===== src/rtl/keypad_scanner_pkg.sv =====
// keypad_pkg: shared types and constants for the 4x4 keypad scanner.
// Holds the FSM state enum, the [row][col] key-map table and the
// row-priority and column-drive helpers.
package keypad_pkg;

    typedef enum logic [1:0] {
        SCAN,
        DEBOUNCE,
        HELD,
        RELEASE
    } kp_state_t;

    // Hex code for each key, indexed [row][col]; '*' maps to E and '#' to F
    localparam logic [3:0] KEY_MAP [4][4] = '{
        '{4'h1, 4'h2, 4'h3, 4'hA},
        '{4'h4, 4'h5, 4'h6, 4'hB},
        '{4'h7, 4'h8, 4'h9, 4'hC},
        '{4'hE, 4'h0, 4'hF, 4'hD}
    };

    // Lowest-index row that reads low (down); only meaningful when rs != 4'hF
    function automatic logic [1:0] lowest_down(input logic [3:0] rs);
        logic [1:0] idx;
        idx = 2'd0;
        for (int i = 3; i >= 0; i--) begin
            if (!rs[i]) idx = 2'(i);
        end
        return idx;
    endfunction

    // One-cold column drive for column index c
    function automatic logic [3:0] col_drive(input logic [1:0] c);
        return ~(4'b0001 << c);
    endfunction

endpackage


===== src/rtl/keypad_scanner_if.sv =====
// keypad_scanner_if: keypad-side and consumer-side signals of the scanner.
// slave is the scanner's view, master is the environment's view.
interface keypad_scanner_if;
    logic       tick;
    logic [3:0] rows;
    logic [3:0] cols;
    logic [3:0] key;
    logic       key_valid;
    logic       key_held;

    modport master (
        output tick, rows,
        input  cols, key, key_valid, key_held
    );

    modport slave (
        input  tick, rows,
        output cols, key, key_valid, key_held
    );
endinterface


===== src/rtl/keypad_scanner_sync2.sv =====
// sync2: parameterized-width two-flop synchronizer with async reset.
module sync2 #(
    parameter int unsigned           WIDTH     = 4,
    parameter logic [WIDTH-1:0]      RESET_VAL = '1
) (
    input  logic             clk,
    input  logic             reset,
    input  logic [WIDTH-1:0] d,
    output logic [WIDTH-1:0] q
);
    logic [WIDTH-1:0] meta;

    // Two back-to-back flops to resolve metastability on asynchronous inputs
    always_ff @(posedge clk or posedge reset) begin
        if (reset) begin
            meta <= RESET_VAL;
            q    <= RESET_VAL;
        end else begin
            meta <= d;
            q    <= meta;
        end
    end
endmodule


===== src/rtl/keypad_scanner.sv =====
// keypad_scanner: scans a 4x4 active-low keypad on each divider tick,
// debounces press and release over DEBOUNCE_TICKS samples, and emits a
// registered hex key code with a one-cycle key_valid pulse per press.
// Define KEYPAD_SYNC_EN to pass rows through a 2-flop synchronizer.
module keypad_scanner
    import keypad_pkg::*;
#(
    parameter int unsigned DEBOUNCE_TICKS = 4
) (
    input  logic              clk,
    input  logic              reset,
    keypad_scanner_if.slave   bus
);
    localparam logic [3:0] DT = 4'(DEBOUNCE_TICKS);

    logic [3:0] rs;
    kp_state_t  state;
    logic [1:0] c;
    logic [1:0] r_lat;
    logic [3:0] cnt;
    logic [3:0] cols_q;
    logic [3:0] key_q;
    logic       valid_q;
    logic       held_q;

    logic [1:0] c_next;
    logic [1:0] low_row;
    logic [3:0] cnt_inc;
    logic       any_down;
    logic       lat_down;

`ifdef KEYPAD_SYNC_EN
    sync2 #(
        .WIDTH     (4),
        .RESET_VAL (4'hF)
    ) u_sync (
        .clk   (clk),
        .reset (reset),
        .d     (bus.rows),
        .q     (rs)
    );
`else
    assign rs = bus.rows;
`endif

    assign c_next   = c + 2'd1;
    assign low_row  = lowest_down(rs);
    assign any_down = (rs != 4'hF);
    assign lat_down = ~rs[r_lat];
    assign cnt_inc  = (cnt == 4'hF) ? cnt : cnt + 4'd1;

    // Scan/debounce FSM; all state moves on tick, key_valid self-clears
    always_ff @(posedge clk or posedge reset) begin
        if (reset) begin
            state   <= SCAN;
            c       <= '0;
            cols_q  <= 4'b1110;
            r_lat   <= '0;
            cnt     <= '0;
            key_q   <= '0;
            valid_q <= 1'b0;
            held_q  <= 1'b0;
        end else begin
            valid_q <= 1'b0;
            if (bus.tick) begin
                unique case (state)
                    SCAN: begin
                        if (any_down) begin
                            r_lat <= low_row;
                            cnt   <= 4'd1;
                            if (DT <= 4'd1) begin
                                key_q   <= KEY_MAP[low_row][c];
                                valid_q <= 1'b1;
                                held_q  <= 1'b1;
                                state   <= HELD;
                            end else begin
                                state <= DEBOUNCE;
                            end
                        end else begin
                            c      <= c_next;
                            cols_q <= col_drive(c_next);
                        end
                    end
                    DEBOUNCE: begin
                        if (lat_down) begin
                            cnt <= cnt_inc;
                            if (cnt_inc >= DT) begin
                                key_q   <= KEY_MAP[r_lat][c];
                                valid_q <= 1'b1;
                                held_q  <= 1'b1;
                                state   <= HELD;
                            end
                        end else begin
                            cnt    <= '0;
                            c      <= c_next;
                            cols_q <= col_drive(c_next);
                            state  <= SCAN;
                        end
                    end
                    HELD: begin
                        if (!lat_down) begin
                            if (DT <= 4'd1) begin
                                cnt    <= '0;
                                held_q <= 1'b0;
                                c      <= c_next;
                                cols_q <= col_drive(c_next);
                                state  <= SCAN;
                            end else begin
                                cnt   <= 4'd1;
                                state <= RELEASE;
                            end
                        end
                    end
                    RELEASE: begin
                        if (!lat_down) begin
                            cnt <= cnt_inc;
                            if (cnt_inc >= DT) begin
                                cnt    <= '0;
                                held_q <= 1'b0;
                                c      <= c_next;
                                cols_q <= col_drive(c_next);
                                state  <= SCAN;
                            end
                        end else begin
                            state <= HELD;
                        end
                    end
                    default: state <= SCAN;
                endcase
            end
        end
    end

    assign bus.cols      = cols_q;
    assign bus.key       = key_q;
    assign bus.key_valid = valid_q;
    assign bus.key_held  = held_q;

endmodule

===== src/flat_wrapper.sv =====
// flat-port wrapper written by rule: the top's interface ports become plain ports
module keypad_scanner_flat import keypad_pkg::*;
#(
    parameter int unsigned DEBOUNCE_TICKS = 4
)
  (clk, reset, bus_tick, bus_rows, bus_cols, bus_key, bus_key_valid, bus_key_held);
  keypad_scanner_if bus_i ();
  input  logic clk;
  input  logic reset;
  input wire logic [$bits(bus_i.tick)-1:0] bus_tick;
  input wire logic [$bits(bus_i.rows)-1:0] bus_rows;
  output wire logic [$bits(bus_i.cols)-1:0] bus_cols;
  output wire logic [$bits(bus_i.key)-1:0] bus_key;
  output wire logic [$bits(bus_i.key_valid)-1:0] bus_key_valid;
  output wire logic [$bits(bus_i.key_held)-1:0] bus_key_held;
  assign bus_i.tick = bus_tick;
  assign bus_i.rows = bus_rows;
  assign bus_cols = bus_i.cols;
  assign bus_key = bus_i.key;
  assign bus_key_valid = bus_i.key_valid;
  assign bus_key_held = bus_i.key_held;
  keypad_scanner #(.DEBOUNCE_TICKS(DEBOUNCE_TICKS)) u_core (.clk(clk), .reset(reset), .bus(bus_i));
endmodule

===== config.mk =====
export PLATFORM = sky130hd
export DESIGN_NAME = keypad_scanner_flat
export DESIGN_NICKNAME = d
export VERILOG_FILES = /design/src/rtl/keypad_scanner_pkg.sv /design/src/rtl/keypad_scanner_if.sv /design/src/rtl/keypad_scanner_sync2.sv /design/src/rtl/keypad_scanner.sv /design/src/flat_wrapper.sv
export SDC_FILE = /design/constraint.sdc
export NUM_CORES = 1
export LEC_CHECK = 0
export CORE_MARGIN = 1.5
export CORE_UTILIZATION = 53
export DETAILED_ROUTE_END_ITERATION = 7
export GPL_TIMING_DRIVEN = 0
export PLACE_DENSITY = 0.84
export SLEW_MARGIN = 0
export SYNTH_ARGS = -nofsm -noshare
export SYNTH_HDL_FRONTEND = slang
export SYNTH_SLANG_ARGS = --single-unit

===== constraint.sdc =====
create_clock -name clk -period 2.9 [get_ports clk]
set_clock_uncertainty 0.15 [all_clocks]
set_input_delay 0.58 -clock clk [delete_from_list [all_inputs] [get_ports clk]]
set_output_delay 0.58 -clock clk [all_outputs]
set_load 0.05 [all_outputs]

Yosys cells after proc, flatten, opt, wreduce, memory -nomap -nowiden:

Index checks and enable logic that the tools add are counted.

* register bits after elaboration: 20
* input port bits: 7
* word-level logic and storage cells: 88

* add/subtract/negate cells: 2
* order comparisons: 4
* equality and inequality tests: 15
* shifts and indexed selects: 1
* mux-type cells: 45
* bitwise operators: 4
* reduce and logical (&&, ||, !) cells: 9

Operator list (number)
* 4-bit two-way mux: 12
* 16-bit binary-select mux with 2-bit select: 1
* 16-bit two-way mux: 2
* 2-bit two-way mux: 14
* 4-bit one-hot mux with 4 select lines: 1
* 2-bit by 1-bit != test with 1-bit output, second input constant: 6
* 4-bit one-hot mux with 3 select lines: 1
* 6-bit AND reduction: 2
* 1-bit two-way mux: 9
* 4-bit binary-select mux with 2-bit select: 1
* 2-bit one-hot mux with 4 select lines: 1
* 4-bit AND reduction: 2
* 3-bit >= comparator, second input constant: 2
* 2-bit inverter with 3-bit output: 2
* 2-bit one-hot mux with 3 select lines: 1
* 5-bit AND reduction: 1
* 4-bit by 1-bit adder with 4-bit output, second input constant: 1
* 2-bit equality test, second input constant: 2
* 4-bit equality test, second input constant: 1
* 4-bit by 3-bit >= comparator with 1-bit output, second input constant: 1
* 2-bit != test, second input constant: 2
* 4-bit != test, second input constant: 1
* 4-bit inverter: 1
* 1-bit by 2-bit << shifter with 4-bit output, first input constant: 1
* 12 further kinds: 12

Depth between registers and ports, before layout:

* word-level depth: 7
* depth in mapped cells: 6

Least setup slack after synthesis:

Ideal clock, no wire load.

* kind: input -> register
* start point: in bus_rows[3]
* end point: reg u_core.c[1]
* setup time: 0.128 ns
* arrival time: 1.884 ns
* slack: 0.739 ns
* stages on the path: 4
* path buffers: 0
* cell sequence: mux4_2 > o311a_1 > o21ai_4 > mux2_1

* word-level cells in the longest chain between the ends: 4

Ends and longest elaborated chain
* start, declared: RTL line flat_wrapper.sv:11 `input wire logic [$bits(bus_i.rows)-1:0] bus_rows;`
* 1-bit binary-select mux with 2-bit select: RTL line keypad_scanner.sv:49 `assign lat_down = ~rs[r_lat];`
* 1-bit two-way mux (implied by the code): RTL line keypad_scanner.sv:49
* 2-bit by 1-bit != test with 1-bit output (no source line)
* 6-bit AND reduction (no source line) *
* end signal, assigned: RTL line keypad_scanner.sv:80 `c <= c_next;`
* end signal, assigned: RTL line keypad_scanner.sv:95 `c <= c_next;`
* end signal, assigned: RTL line keypad_scanner.sv:105 `c <= c_next;`
* end, declared: RTL line keypad_scanner.sv:18 `logic [1:0] c;`

Mark *: on every way between the ends. The rest lies on a longest branch, timed or not. The select of a mux whose other input is x is not followed.
A chain may end at the register's enable or synchronous reset.

Final worst setup path:

* start point: in bus_rows[1]
* end point: reg u_core.c[1]

The elaborated chain is that of the path after synthesis.

==> results.txt <==
----------------------------------------------------
[Critical path]
  CP max stage delay ... 0.57 ns
  Critical Path RT ... between 2 and 3 ns
  Maximum net fanout on the critical path ... 7
  Setup CP Type ... in2reg
  List of cells traversed by the critical path ... clkdlybuf4s50_1, mux4_2, o311a_1, o21ai_4, mux2_1
  Crit. End Element ... register
  Worst setup SP type ... primary input
  CP Data Arrival Time ... 2.45 ns
  Launching instance or port of the critical path ... bus_rows[1]
  Startpoint of the most critical register-to-register path ... u_core.cnt[0]$_DFFE_PP0P_
  Critical-path top delay cell ... sky130_fd_sc_hd__mux4_2

[Power and ir drop]
  Share of total power in sequential cells ... 0.332
  Total design power ... about 0.0015 W
  Fraction of power spent switching nets ... 0.479
  Clk pwr share ... 0.113
  Worst vdd rail ir drop ... 712 uV
  Cell Pwr Density ... 1080 nW/um^2
  Portion of total power attributed to combinational logic ... 0.555
  Lkg Pwr ... about 0.66 nW
  Cell internal power dissipation ... 0.000787 W
  Switch Pwr ... around 0.00072 W

[Place]
  RePlAce Congestion ... ~0.9
  Area of placed instances ... roughly 1400 um^2
  Number of placed cells counting well taps ... 166
  Half-perimeter wire length of the detailed placement result ... about 1600 um
  Port Buf Inserts ... 15
  DP Worst Slack ... 0.163 ns

[Timing]
  Final setup margin ... 0.502 ns
  Transition time at the pin with the least slew margin ... 0.750 ns
  Worst slew margin relative to its limit ... 0.500
  Total Negative Setup Slacks ... 0 ns
  Shortest period the worst path allows ... 2.40 ns
  Number of max-slew violations in the final report ... 0
  Setup-violating endpoint count in the final report ... 0
  Count of final hold-check violations ... 0
  Final period utilization ... 0.827
  Unrepaired setup endpoints after global routing ... false
  Fmax ... between 400 and 500 MHz

[Clock network]
  Clock-pin slew of the registers on the worst-case setup and hold paths ... approximately 0.12 ns
  CTS tree ... built
  CTS Buf Count ... 3
  Number of H-tree branching levels ... 1
  Post-CTS Setup Inserts ... 0
  Max Root-Sink Buffers ... 2
  Clock sinks ... 20
  Post-cts hold buffer count ... 0
  Resize count post-CTS ... 0
  Root cell of the clock tree ... sky130_fd_sc_hd__clkbuf_4
  Clk Latency, worst-skew pair ... a little over 0.3 ns

[Logic synthesis]
  Synth Warn # ... 0
  Avg Inst Size Synth ... about 9.5 um^2
  Gate count of the mapped netlist ... roughly 120
  Largest family of logic cells by synthesized area ... compound AO/OA/AOI/OAI gates
  Synthesized Nets ... ~140
  Simple logic cell fraction of the synthesized area ... 0.140
  Number of storage elements in the synthesis netlist ... 20
  EDFF count, synth ... 0
  Primary flip-flop cell chosen by synthesis mapping ... sky130_fd_sc_hd__dfrtp_1
  Area share of fa/ha/maj cells after synthesis ... 0.0530
  Cells taking the most area after synthesis ... sky130_fd_sc_hd__dfrtp_1 36%, sky130_fd_sc_hd__dfstp_2 6.7%, sky130_fd_sc_hd__a21oi_1 5.5%
  Share of the synthesized netlist area taken by xor and xnor gates ... 0.00742
  Sequential share of the synthesized area ... 0.427
  Multiplexer share of the synthesized area ... 0.0626
  Cell taking the most area after synthesis ... sky130_fd_sc_hd__dfrtp_1
  Mapped cell area ... 1180 um^2
  Share of the synthesized area in compound gates (AO/OA/AOI/OAI) ... 0.240
  Top-area cell type share of the netlist area ... 0.361
  Async SR Flop Fraction ... 1.00
  Synth cell types ... 40

[GRT]
  Number of global-route vias before repair ... roughly 900
  Number of antenna violations at the first check in global routing ... 0
  First-pass GRT wire length ... roughly 3900 um
  Maximum number of pins on one net before global-route repair ... 21
  Overall track demand over capacity in global routing ... 0.205
  Global route overflow ... 0

[Finish]
  Inserted Diodes ... 0
  Filler-free cell count of the finished design ... 170
  Final instance area ... about 1400 um^2
  Highest-count cells in the layout ignoring fill and taps ... 17 x sky130_fd_sc_hd__dfrtp_1, 15 x sky130_fd_sc_hd__clkdlybuf4s50_1, 13 x sky130_fd_sc_hd__a21oi_1, 13 x sky130_fd_sc_hd__inv_1, 11 x sky130_fd_sc_hd__nand2_1
  # fillers ... 160
  Growth of design area from synthesis to finish ... 18.7%
  Final Net Count ... 156
  Fraction of layout instances using a drive strength above 1 ... 0.112
  Most common library cell in the layout ignoring fill and taps ... sky130_fd_sc_hd__dfrtp_1

[Detailed routing]
  Antenna-violating nets left ... 0
  Detailed router's first-iteration violation count ... 20
  Final routed wire length divided by cell count ... between 10 and 15 um
  Via-to-Cell Ratio ... about 5.7
  Number of optimization iterations in the first detailed-route pass ... 4
  Detailed Route WL ... approximately 2300 um
  Vias ... between 900 and 1000
  Count of unresolved DRC violations after routing ... 0

[Flow run]
  Number of max-capacitance violations reported ... 0

[Run status]
  Result of the run ... complete, no violations

[Floorplanning]
  Starting density of the core ... 0.584
  Die area ... ~2500 um^2
  I/O Pins ... 17
  Floorplan die height ... 50.2 um
  Cell row count ... 16
  Area of the core region ... 2020 um^2
  Die Width ... about 50 um

[Worst hold path]
  Tightest Hold Check Type ... reg2reg
  Hold wc startpoint ... u_core.bus.cols[3]$_DFFE_PP1P_

----------------------------------------------------
layout make-up:
| type | instances | area [um^2] | share of cell area |
|---|---|---|---|
| Tap cell | 27 | 33.8 | 0.0241 |
| Timing Repair Buffer | 15 | 150 | 0.107 |
| Multi-Input combinational cell | 85 | 593 | 0.424 |
| Sequential cell | 20 | 504 | 0.360 |
| Clock buffer | 4 | 36.3 | 0.0259 |
| Inverter | 13 | 48.8 | 0.0349 |
| Buffer | 6 | 33.8 | 0.0241 |
worst max-delay path, delay by kind of cell:
| kind | cells | cell delay (ns) |
|---|---|---|
| buffers and inverters | 1 | 0.46 |
| AO/OA/AOI/OAI | 2 | 0.49 |
| multiplexers | 2 | 0.92 |
power by group through the flow:
stage	Combinational, W	Sequential, W	Clock (W)
2_1_floorplan	0.000453	0.000670	0
3_3_place_gp	0.000805	0.000501	0
3_5_place_dp	0.000831	0.000506	0
4_1_cts	0.000835	0.000501	0.000170
5_1_grt	0.000918	0.000518	0.000182
6_report	0.000837	0.000502	0.000171
Yosys cell counts, types with 2 or more instances:
master,n
sky130_fd_sc_hd__a21o_1,2
sky130_fd_sc_hd__a21oi_1,13
sky130_fd_sc_hd__buf_2,3
sky130_fd_sc_hd__clkbuf_1,2
sky130_fd_sc_hd__dfrtp_1,17
sky130_fd_sc_hd__dfstp_2,3
sky130_fd_sc_hd__ha_1,5
sky130_fd_sc_hd__inv_1,13
sky130_fd_sc_hd__mux2i_1,4
sky130_fd_sc_hd__nand2_1,11
sky130_fd_sc_hd__nand2b_1,2
sky130_fd_sc_hd__nand3_1,5
sky130_fd_sc_hd__nor2_1,6
sky130_fd_sc_hd__nor4_1,2
sky130_fd_sc_hd__o21ai_0,10
sky130_fd_sc_hd__o31ai_1,2
worst paths after layout:
kind / endpoint / slack [ns] / cells past startpoint
worst max-delay path: u_core.c[1]$_DFFE_PP0P_ / 0.50 / 5
worst min-delay path: u_core.bus.cols[3]$_DFFE_PP1P_ / 0.32 / 2
worst max register to register: u_core.c[1]$_DFFE_PP0P_ / 0.52 / 6
worst min register to register: u_core.bus.cols[3]$_DFFE_PP1P_ / 0.32 / 2
max in group asynchronous: u_core.bus.key_held$_DFFE_PP0P_ / 1.59 / 2
min in group asynchronous: u_core.bus.key[1]$_DFFE_PP0P_ / 0.54 / 2
cell families (layout without fill, tap and decap cells):
kind of cell,Yosys count,in the layout
mux,6,6
flops,20,20
buf+inv,19,38
simple gates,33,33
xor+xnor,1,1
fa+ha+maj,5,5
compound gates,40,40
metal layers:
| metal | GRT usage | wire [um] | vias up |
|---|---|---|---|
| met1 | 0.286 | 1100 | 448 |
| met2 | 0.320 | 1060 | 33 |
| met3 | 0.0417 | 129 | 4 |
| li1 | - | - | 477 |
| met5 | 0 | 0 | - |
| met4 | 0.0648 | 21 | 0 |
flip-flops by register name, summed over array words and instances (netlist names), named ones only:
register              cells
u_core.bus.cols           4
u_core.bus.key            4
u_core.bus.key_held       1
u_core.bus.key_valid      1
u_core.c                  2
u_core.cnt                4
u_core.r_lat              2
u_core.state              1
metrics by stage:
stage	util	hold WS, ns
2_1_floorplan	-	0.372
3_3_place_gp	0.675	0.305
3_5_place_dp	0.675	0.309
4_1_cts	0.692	0.327
5_1_grt	0.692	0.344
6_report	0.692	0.323
Note: power is estimated with default switching activity, not from simulation.
